## config.mk

```make
export PLATFORM = sky130hd
export DESIGN_NAME = event_rr_scheduler
export DESIGN_NICKNAME = d
export VERILOG_FILES = /design/src/rtl/event_rr_scheduler.sv
export SDC_FILE = /design/constraint.sdc
export NUM_CORES = 1
export LEC_CHECK = 0
export BUFFER_PORTS_ARGS = -buffer_cell sky130_fd_sc_hd__buf_2
export CAP_MARGIN = 40
export CORE_MARGIN = 2
export CORE_UTILIZATION = 40
export CTS_BUF_LIST = sky130_fd_sc_hd__clkbuf_8
export CTS_CLUSTER_SIZE = 25
export DETAILED_ROUTE_END_ITERATION = 10
export GPL_TIMING_DRIVEN = 0
export PLACE_DENSITY = 0.67
export SYNTH_ARGS = -nofsm -noshare
export SYNTH_HDL_FRONTEND = slang
export SYNTH_SLANG_ARGS = --single-unit
```

## constraint.sdc

```tcl
create_clock -name clk_i -period 7.5 [get_ports clk_i]
set_input_delay 0.75 -clock clk_i [delete_from_list [all_inputs] [get_ports clk_i]]
set_output_delay 0.75 -clock clk_i [all_outputs]
set_load 0.02 [all_outputs]
```

## src/rtl/event_rr_scheduler.sv

```systemverilog
// Round-robin arbiter that shares one valid/ready event channel between NUM_REQ
// polarity requesters. Each served requester gets a one-cycle grant so it can drop its request.
module event_rr_scheduler #(
  parameter int NUM_REQ  = 16,
  parameter int POLARITY = 2,
  parameter int IDX_W    = $clog2(NUM_REQ),
  parameter int CNT_W    = 16
) (
  input  logic                         clk_i,
  input  logic                         reset_i,
  input  logic [NUM_REQ*POLARITY-1:0]  req_i,
  output logic                         evt_valid_o,
  input  logic                         evt_ready_i,
  output logic [IDX_W-1:0]             evt_addr_o,
  output logic                         evt_pol_o,
  output logic [NUM_REQ-1:0]           gnt_o,
  output logic                         busy_o,
  output logic [CNT_W-1:0]             evt_cnt_o
);

  typedef enum logic [1:0] {IDLE, SEND, GRANT} state_t;

  state_t               state_q;
  logic [IDX_W-1:0]     ptr_q;
  logic [IDX_W-1:0]     idx_q;
  logic [1:0]           pend_q;
  logic                 valid_q;
  logic                 busy_q;
  logic [NUM_REQ-1:0]   gnt_q;
  logic [CNT_W-1:0]     cnt_q;

  logic [NUM_REQ-1:0]   active;
  logic                 found;
  logic [IDX_W-1:0]     sel_idx;
  logic [1:0]           sel_pend;
  int                   pos;

  always_comb begin
    active = '0;
    for (int n = 0; n < NUM_REQ; n++) begin
      active[n] = |req_i[n*POLARITY +: POLARITY];
    end
  end

  // Circular search starting at ptr_q; the first active index wins.
  always_comb begin
    found    = 1'b0;
    sel_idx  = '0;
    sel_pend = '0;
    pos      = 0;
    for (int i = 0; i < NUM_REQ; i++) begin
      pos = int'(ptr_q) + i;
      if (pos >= NUM_REQ) pos = pos - NUM_REQ;
      if (!found && active[pos]) begin
        found    = 1'b1;
        sel_idx  = IDX_W'(pos);
        sel_pend = req_i[pos*POLARITY +: 2];
      end
    end
  end

  always_ff @(posedge clk_i or negedge reset_i) begin
    if (!reset_i) begin
      state_q <= IDLE;
      ptr_q   <= '0;
      idx_q   <= '0;
      pend_q  <= '0;
      valid_q <= 1'b0;
      busy_q  <= 1'b0;
      gnt_q   <= '0;
      cnt_q   <= '0;
    end else begin
      case (state_q)
        IDLE: begin
          if (found) begin
            idx_q   <= sel_idx;
            pend_q  <= sel_pend;
            valid_q <= 1'b1;
            busy_q  <= 1'b1;
            state_q <= SEND;
          end
        end
        SEND: begin
          if (evt_ready_i) begin
            cnt_q <= cnt_q + 1'b1;
            // A dual request sends ON first, then OFF for the same address.
            if (pend_q == 2'b11) begin
              pend_q[1] <= 1'b0;
            end else begin
              valid_q <= 1'b0;
              gnt_q   <= NUM_REQ'(1) << idx_q;
              state_q <= GRANT;
            end
          end
        end
        GRANT: begin
          gnt_q   <= '0;
          busy_q  <= 1'b0;
          ptr_q   <= (idx_q == IDX_W'(NUM_REQ-1)) ? '0 : idx_q + 1'b1;
          state_q <= IDLE;
        end
        default: begin
          valid_q <= 1'b0;
          busy_q  <= 1'b0;
          gnt_q   <= '0;
          state_q <= IDLE;
        end
      endcase
    end
  end

  assign evt_valid_o = valid_q;
  assign evt_addr_o  = idx_q;
  assign evt_pol_o   = pend_q[1];
  assign gnt_o       = gnt_q;
  assign busy_o      = busy_q;
  assign evt_cnt_o   = cnt_q;

endmodule

```

==> metrics.md, run 1 <==
| Metric | Value |
|---|---|
| Cts repair resizes | 0 |
| Sw Ratio | 0.553 |
| Worst setup EP type | flip-flop |
| NetSw | approximately 0.0023 W |
| Via count of the routed design | about 6700 |
| Die area | 18500 um2 |
| Finished Layout Cells | between 1000 and 1500 |
| Sequential share of power | 0.091 |
| Internal power | approximately 0.0019 W |
| Crit path max fanout | 13 |
| Die X | about 140 um |
| RSZ-0062 raised after global routing | false |
| Seq/Total Area, Yosys | 0.165 |
| Clock Power Share | 0.045 |
| Cell Rows | 48 |
| Vias per inst | 6.58 |
| PnR worst setup slack | between 1.5 and 2 ns |
| Worst slack at placement | a little under 2 ns |
| Kind of critical path | flip-flop to flip-flop |
| Worst Tran Pin Value | roughly 0.92 ns |
| Yosys warning total | 0 |
| Initial core utilization | 0.405 |
| Final setup viols | 0 |
| Mapped cell area | between 6000 and 7000 um2 |
| Ant diodes | 0 |
| Startpoint Class | flip-flop |
| Starting DRT DRC Count | 656 |
| Syn_nets | around 770 |
| Largest net degree at the start of global routing | 35 |
| CTS tree | built |
| Final-report hold violation count | 0 |
| Synthesized instance count | slightly above 700 |
| H-tree Lvls | 2 |
| Pleak | about 3.1 nW |
| Core area | around 17000 um2 |
| Final Wtd Congestion | between 0.9 and 1 |
| VDD IR-drop max | 0.000244 V |
| Asr flop ratio synth | 1.00 |
| Worst Path Buf+Inv | 6 |
| Outcome | finished clean |
| Setup_tns | 0 ns |
| Chip height | between 100 and 150 um |
| Critical path, cell by cell | buf_2 -> inv_2 -> buf_1 -> ha_1 -> buf_6 -> xor2_2 -> buf_4 -> a2111oi_0 -> o41ai_1 -> o21ai_0 -> nor2_1 -> nor4b_2 -> nand3_1 -> nand2_1 -> buf_2 -> a21oi_1 -> a21oi_2 |
| CP Data Arrival Time | approximately 6.0 ns |
| Number of enable flip-flop cells after synthesis | 0 |
| Slowest stage delay, CP | between 0.7 and 0.8 ns |
| Final net count | ~850 |
| Share of cells above drive strength 1 | 0.290 |
| Initial antenna violation count | 0 |
| Postcts setup bufs | 0 |
| Ports | 74 |
| WL final | ~24 mm |
| Power Density | about 540 nW/um2 |
| Hold WC Path Type | primary input to async pin |
| Max-Cap Viols | 0 |
| ANT nets after route | 0 |
| Crit share post-route | 0.771 |
| Worst Path Required | approximately 7.8 ns |
| DRC | 0 |
| FF-to-FF Start | ptr_q[1]$_DFFE_PN0P_ |
| Main flop type after synthesis | dfrtp_1 |
| Grt total ovfl | 0 |
| Post-detail-place hpwl | 18.9 mm |
| #FFs+latches synth | 46 |
| Tmin final | around 5.8 ns |
| Placed cell count | 1011 |
| Clk sinks | 46 |
| IO Port Bufs | 73 |
| Hold_buf cts | 0 |
| Clock Skew | between 0.01 and 0.015 ns |
| Slew headroom | 0.370 |
| Clock root buffer master | clkbuf_8 |
| Most common cell after layout, fill and taps aside | nand2_1 |
| CP most frequent cell | buf_2 |
| Final Slew Violations | 0 |
| Vias in the first global route | 6520 |
| Crit path max-delay family | buffers and inverters |
| Comb power frac | 0.864 |
| Clock buffer depth | 2 |
| CP Launch Point | ptr_q[1]$_DFFE_PN0P_ |
| Synth cell types | a little over 80 |
| Clk_lat worst skew | roughly 0.32 ns |
| Total CTS buffers | 5 |
| Drt wl/cell | between 20 and 25 um |
| CP max stage cell | o41ai_1 |
| Syn_area_per_cell | a little under 10 um2 |
| Drt pass-1 iters | 7 |
| Tot GR Track Use | 0.265 |
| First-pass GRT wire length | about 37 mm |
| P&R area growth vs syn | 11.2% |
| Most frequent cells in the layout | 92 x nand2_1, 87 x buf_2, 78 x mux4_2 |
| Final total power | about 0.0042 W |
| CTS clk-pin slew, worst paths | ~0.08 ns |
| Max Freq | about 170 MHz |
## layer usage
layer,up-vias,wire length [um],GRT usage
li1,2946,-,-
met1,3174,9320,0.337
met2,488,11000,0.425
met3,100,2970,0.0649
met4,0,1150,0.122
met5,-,0,0
## power groups by stage
| stage | clock, W | combinational, W | sequential (W) |
|---|---|---|---|
| finish | 0.000188 | 0.00365 | 0.000385 |
| global placement | 0 | 0.00351 | 0.000386 |
| CTS | 0.000194 | 0.00355 | 0.000384 |
| detailed placement | 0 | 0.00353 | 0.000388 |
| floorplan | 0 | 0.00260 | 0.000428 |
| global route | 0.000202 | 0.00387 | 0.000395 |
## worst register-to-register path: cells and delay by family (launching register included)
family	cells	cell delay, ns
DFF	1	0.46
xor gates and xnor gates	1	0.22
and+or+nand+nor	4	1.28
adders and majority gates	1	0.30
AOI/OAI and AO/OA	5	1.60
buffers and inverters	6	1.85
## cell type report
type	instances	area (um2)
multi-input combinational	602	5460
fill	1714	9430
clock inverter	3	45.0
buffer	45	279
inverter	19	71.3
timing repair buffer	74	385
sequential	46	1150
tap	225	282
clock buffer	5	68.8
## registers in the layout (all words and copies together), names as in the netlist
register / count
evt_valid_o: 1
gnt_o: 16
ptr_q: 4
state_q: 2
pend_q: 2
busy_o: 1
evt_addr_o: 4
evt_cnt_o: 16
## synth_stat cells, drive strengths merged (7+ instances only)
| cell type | instances | area share |
|---|---|---|
| mux2i | 46 | 0.073 |
| nand4 | 7 | 0.0084 |
| clkbuf | 14 | 0.0075 |
| dfrtp | 46 | 0.17 |
| and3 | 9 | 0.0081 |
| ha | 19 | 0.034 |
| buf | 31 | 0.033 |
| o22ai | 11 | 0.0099 |
| xnor2 | 22 | 0.032 |
| or2 | 19 | 0.017 |
| nand3 | 17 | 0.013 |
| nand2 | 92 | 0.050 |
| nor3 | 24 | 0.019 |
| xor2 | 7 | 0.0099 |
| inv | 19 | 0.010 |
| o21ai | 38 | 0.027 |
| mux4 | 85 | 0.28 |
| a2111oi | 10 | 0.013 |
| nor2 | 51 | 0.028 |
| mux2 | 18 | 0.029 |
| a21oi | 41 | 0.030 |
## final timing paths
kind | to | slack [ns] | depth (start not counted)
max | pend_q[0]$_DFFE_PN0P_ | 1.72 | 17
min | gnt_o[10]$_DFFE_PN0P_ | 0.32 | 1
max reg2reg | pend_q[0]$_DFFE_PN0P_ | 1.72 | 17
max in group asynchronous | evt_cnt_o[2]$_DFFE_PN0P_ | 6.70 | 2
min in group clk_i | gnt_o[6]$_DFFE_PN0P_ | 0.48 | 2
min reg2reg | gnt_o[6]$_DFFE_PN0P_ | 0.48 | 2
## metrics by stage
stage | hold slack (ns) | area, um2 | util
2_1_floorplan | 0.454 | 6960 | -
3_3_place_gp | 0.457 | 7610 | 0.443
3_5_place_dp | 0.466 | 7630 | 0.444
4_1_cts | 0.321 | 7740 | 0.451
5_1_grt | 0.334 | 7740 | 0.451
6_report | 0.322 | 7740 | 0.451
## cells by family after synthesis
logic type / synth area share
mux: 0.381
xor+xnor: 0.0419
compound gates: 0.145
simple gates: 0.182
fa+ha+maj: 0.0341
flops: 0.165
buf+inv: 0.0503
No activity file was read; power rests on OpenSTA's default activity.
==> run 2, diff against run 1 <==
--- a/config.mk
+++ b/config.mk
@@ -5,6 +5,7 @@
 export SDC_FILE = /design/constraint.sdc
 export NUM_CORES = 1
 export LEC_CHECK = 0
+export ABC_AREA = 1
 export BUFFER_PORTS_ARGS = -buffer_cell sky130_fd_sc_hd__buf_2
 export CAP_MARGIN = 40
 export CORE_MARGIN = 2
@@ -13,7 +14,7 @@
 export CTS_CLUSTER_SIZE = 25
 export DETAILED_ROUTE_END_ITERATION = 10
 export GPL_TIMING_DRIVEN = 0
-export PLACE_DENSITY = 0.67
+export PLACE_DENSITY = 0.68
 export SYNTH_ARGS = -nofsm -noshare
 export SYNTH_HDL_FRONTEND = slang
 export SYNTH_SLANG_ARGS = --single-unit
==> constraint.sdc (replaced) <==
create_clock -name clk_i -period 5.9 [get_ports clk_i]
set_input_delay 0.59 -clock clk_i [delete_from_list [all_inputs] [get_ports clk_i]]
set_output_delay 0.59 -clock clk_i [all_outputs]
set_load 0.02 [all_outputs]
==> run 2 against run 1 <==
Against the previous run:
- final area is 18% lower
- critical endpoint is now pend_q[1]$_DFFE_PN0P_
- cell count is 22% higher
- die area is 18% lower
- global-route usage is 0.50 points lower
- utilization is 0.89 points higher
- area after synthesis is 19% lower
- count of clock-buffer cells in the layout stayed put
- non-clock buffer count is 5 lower
==> metrics.md, run 2 <==
| Metric | Value |
|---|---|
| Total CTS buffers | 5 (unchanged) |
| Worst Reg-to-Reg Cells | 26 (+9) |
| Synth area leader | nand2_1 |
| Share of cells above drive strength 1 | 0.145 (-0.145) |
| Syn_area_per_cell | 5.77 um2 (-41%) |
| Final Wtd Congestion | 1.06 (+8.7%) |
| Cell Rows | 43 (-10%) |
| Hold WC Path Type | primary input to async pin |
| Final Slew Violations | 0 (unchanged) |
| Outcome | finished clean |
| Clock buffer depth | 2 (unchanged) |
| CTS clk-pin slew, worst paths | 0.10 ns (+0.02 ns) |
| RSZ-0062 raised after global routing | false |
| CP Data Arrival Time | 4.90 ns (-1.13 ns) |
| IO Port Bufs | 73 (unchanged) |
| Initial core utilization | 0.409 (+0.00329) |
| Synthesized instance count | 979 (+38%) |
| FF-to-FF Start | ptr_q[1]$_DFFE_PN0P_ |
| Kind of critical path | flip-flop to flip-flop |
| Placed cell count | 1233 (+22%) |
| Max-Cap Viols | 0 (unchanged) |
| Crit path max fanout | 13 (unchanged) |
| Synth top area cells | nand2_1 22%, dfrtp_1 20%, nand3_1 12%, o21ai_0 9.0%, nor2_1 6.3% |
| Tmin final | 4.70 ns (-1.09 ns) |
| Yosys warning total | 0 (unchanged) |
| Post-detail-place hpwl | 15.9 mm (-16%) |
| WL final | 19.3 mm (-21%) |
| Hold_ws | 0.173 ns (-0.149 ns) |
| Seq/Total Area, Yosys | 0.204 (+0.0384) |
| Crit share post-route | 0.796 (+0.0247) |
| Slew headroom | 0.469 (+0.0991) |
| Chip height | 123 um (-9.6%) |
| Startpoint Class | flip-flop |
| #FFs+latches synth | 46 (unchanged) |
| Grt total ovfl | 0 (unchanged) |
| Mapped cell area | 5650 um2 (-19%) |
| Clk_lat worst skew | 0.30 ns (-0.02 ns) |
| Cts repair resizes | 0 (unchanged) |
| Clock Skew | 0.00942 ns (-0.00104 ns) |
| Clock root buffer master | clkbuf_8 |
| Final core utilization | 0.460 (+0.00887) |
| Tot GR Track Use | 0.260 (-0.00500) |
| Die X | 123 um (-9.6%) |
| Worst setup EP type | flip-flop |
| Largest net degree at the start of global routing | 34 (-2.9%) |
| CP Launch Point | ptr_q[1]$_DFFE_PN0P_ |
| Core area | 13800 um2 (-20%) |
| Top cells by count, synth | 327 x nand2_1, 132 x nand3_1, 102 x o21ai_0 |
| Die area | 15100 um2 (-18%) |
| Starting DRT DRC Count | 620 (-5.5%) |
| Setup_tns | 0 ns (unchanged) |
| Reg2Reg Setup Slack | 1.20 ns (-0.51 ns) |
| Final setup viols | 0 (unchanged) |
| Worst Tran Pin Value | 0.797 ns (-0.125 ns) |
| Top-area cell type share of the netlist area | 0.217 (-0.0351) |
| Vias in the first global route | 5948 (-8.8%) |
| Hold_buf cts | 0 (unchanged) |
| Most common cell after layout, fill and taps aside | nand2_1 |
| P&R area growth vs syn | 12.5% |
| Synth cell types | 42 (-48%) |
| First-pass GRT wire length | 30.3 mm (-18%) |
| Vias per inst | 5.41 (-18%) |
| Number of enable flip-flop cells after synthesis | 0 (unchanged) |
| Final-report hold violation count | 0 (unchanged) |
| DRC | 0 (unchanged) |
| Ports | 74 (unchanged) |
| Most frequent cells in the layout | 327 x nand2_1, 132 x nand3_1, 102 x o21ai_0 |
| Top-count cell post-synth | nand2_1 |
| Postcts setup bufs | 0 (unchanged) |
| Worst Path Required | 6.11 ns (-1.64 ns) |
| Initial antenna violation count | 1 (+1) |
| Syn_nets | 1033 (+35%) |
| Worst r2r dst | pend_q[1]$_DFFE_PN0P_ |
| Clk sinks | 46 (unchanged) |
| Final net count | 1114 (+32%) |
| Via count of the routed design | 6714 (+0.089%) |
| Drt pass-1 iters | 5 (-2) |
| H-tree Lvls | 2 (unchanged) |
| Drt wl/cell | 15.5 um (-35%) |
| Max Freq | 213 MHz (+23%) |
| Finished Layout Cells | 1242 (+22%) |
| CTS tree | built |
| Asr flop ratio synth | 1.00 (unchanged) |
| ANT nets after route | 0 (unchanged) |
| Main flop type after synthesis | dfrtp_1 |
## run 2: changes by cell type after synthesis, moves of 18 or more
cell     change
mux2_2      -18
mux2i_1     -39
o21ai_0     +67
nand2_1    +235
nand3_1    +116
nor2_1      +46
inv_1       +60
a21oi_1     -31
mux4_2      -78
## run 2: how the worst max path moves through the flow
stage,end,cells past startpoint
detailed placement,pend_q[0]$_DFFE_PN0P_,24
global placement,pend_q[1]$_DFFE_PN0P_,26
finish,pend_q[1]$_DFFE_PN0P_,26
global route,pend_q[0]$_DFFE_PN0P_,24
floorplan,evt_addr_o[3]$_DFFE_PN0P_,26
CTS,pend_q[0]$_DFFE_PN0P_,24
## run 2: worst max-delay path, cell delays in order (launching register included)
cell and delay (ns):
dfrtp_1 0.43, buf_4 0.18, inv_2 0.12, buf_2 0.22
buf_1 0.63, ha_1 0.22, buf_2 0.19, inv_2 0.07
buf_2 0.18, nand3_1 0.13, nand3_1 0.13, nand3_1 0.12
nand2_1 0.09, nor2_1 0.27, nand4_1 0.19, nor2_2 0.20
nand4_1 0.21, inv_1 0.24, nand3_1 0.19, nand2_1 0.11
nand2_1 0.06, o21bai_1 0.12, nand3_1 0.08, nand2_1 0.06
nand2_1 0.05, nand2_1 0.05, nand2_1 0.04
## run 2: layout make-up
| type | count | area (um2) |
|---|---|---|
| inverter | 89 | 344 |
| fill | 1491 | 7470 |
| tap | 180 | 225 |
| multi-input combinational | 804 | 3930 |
| sequential | 46 | 1150 |
| clock inverter | 3 | 23.8 |
| antenna | 1 | 2.50 |
| buffer | 40 | 223 |
| clock buffer | 5 | 68.8 |
| timing repair buffer | 74 | 385 |
## run 2: kinds of logic (layout without fill, tap and decap cells)
family | Yosys count | count (layout) | share of synthesized area
other | 0 | 1 | 0
AOI/OAI and AO/OA | 139 | 139 | 0.132
adders and majority gates | 19 | 19 | 0.0421
and+or+nand+nor | 622 | 622 | 0.480
muxes | 3 | 3 | 0.00531
DFF | 46 | 46 | 0.204
buffers and inverters | 129 | 211 | 0.100
xor gates and xnor gates | 21 | 21 | 0.0372
## run 2: metal layers
metal  global-route usage  vias to the layer above  routed length [um]
met1                0.355                     3070                8590
met5                    0                        -                   0
met2                0.404                      263                8320
li1                     -                     3340                   -
met4               0.0876                        0                 671
met3               0.0572                       41                1690
## run 2: stage by stage
| step | instance area (um2) | worst slack (ns) |
|---|---|---|
| 2_1_floorplan | 5650 | 2.25 |
| 3_3_place_gp | 6240 | 1.32 |
| 3_5_place_dp | 6260 | 1.39 |
| 4_1_cts | 6350 | 1.36 |
| 5_1_grt | 6350 | 0.857 |
| 6_report | 6360 | 1.20 |
Power of run 2 is not shown: default switching activity piles up to over one toggle a cycle in this logic, so the estimate is an artifact.
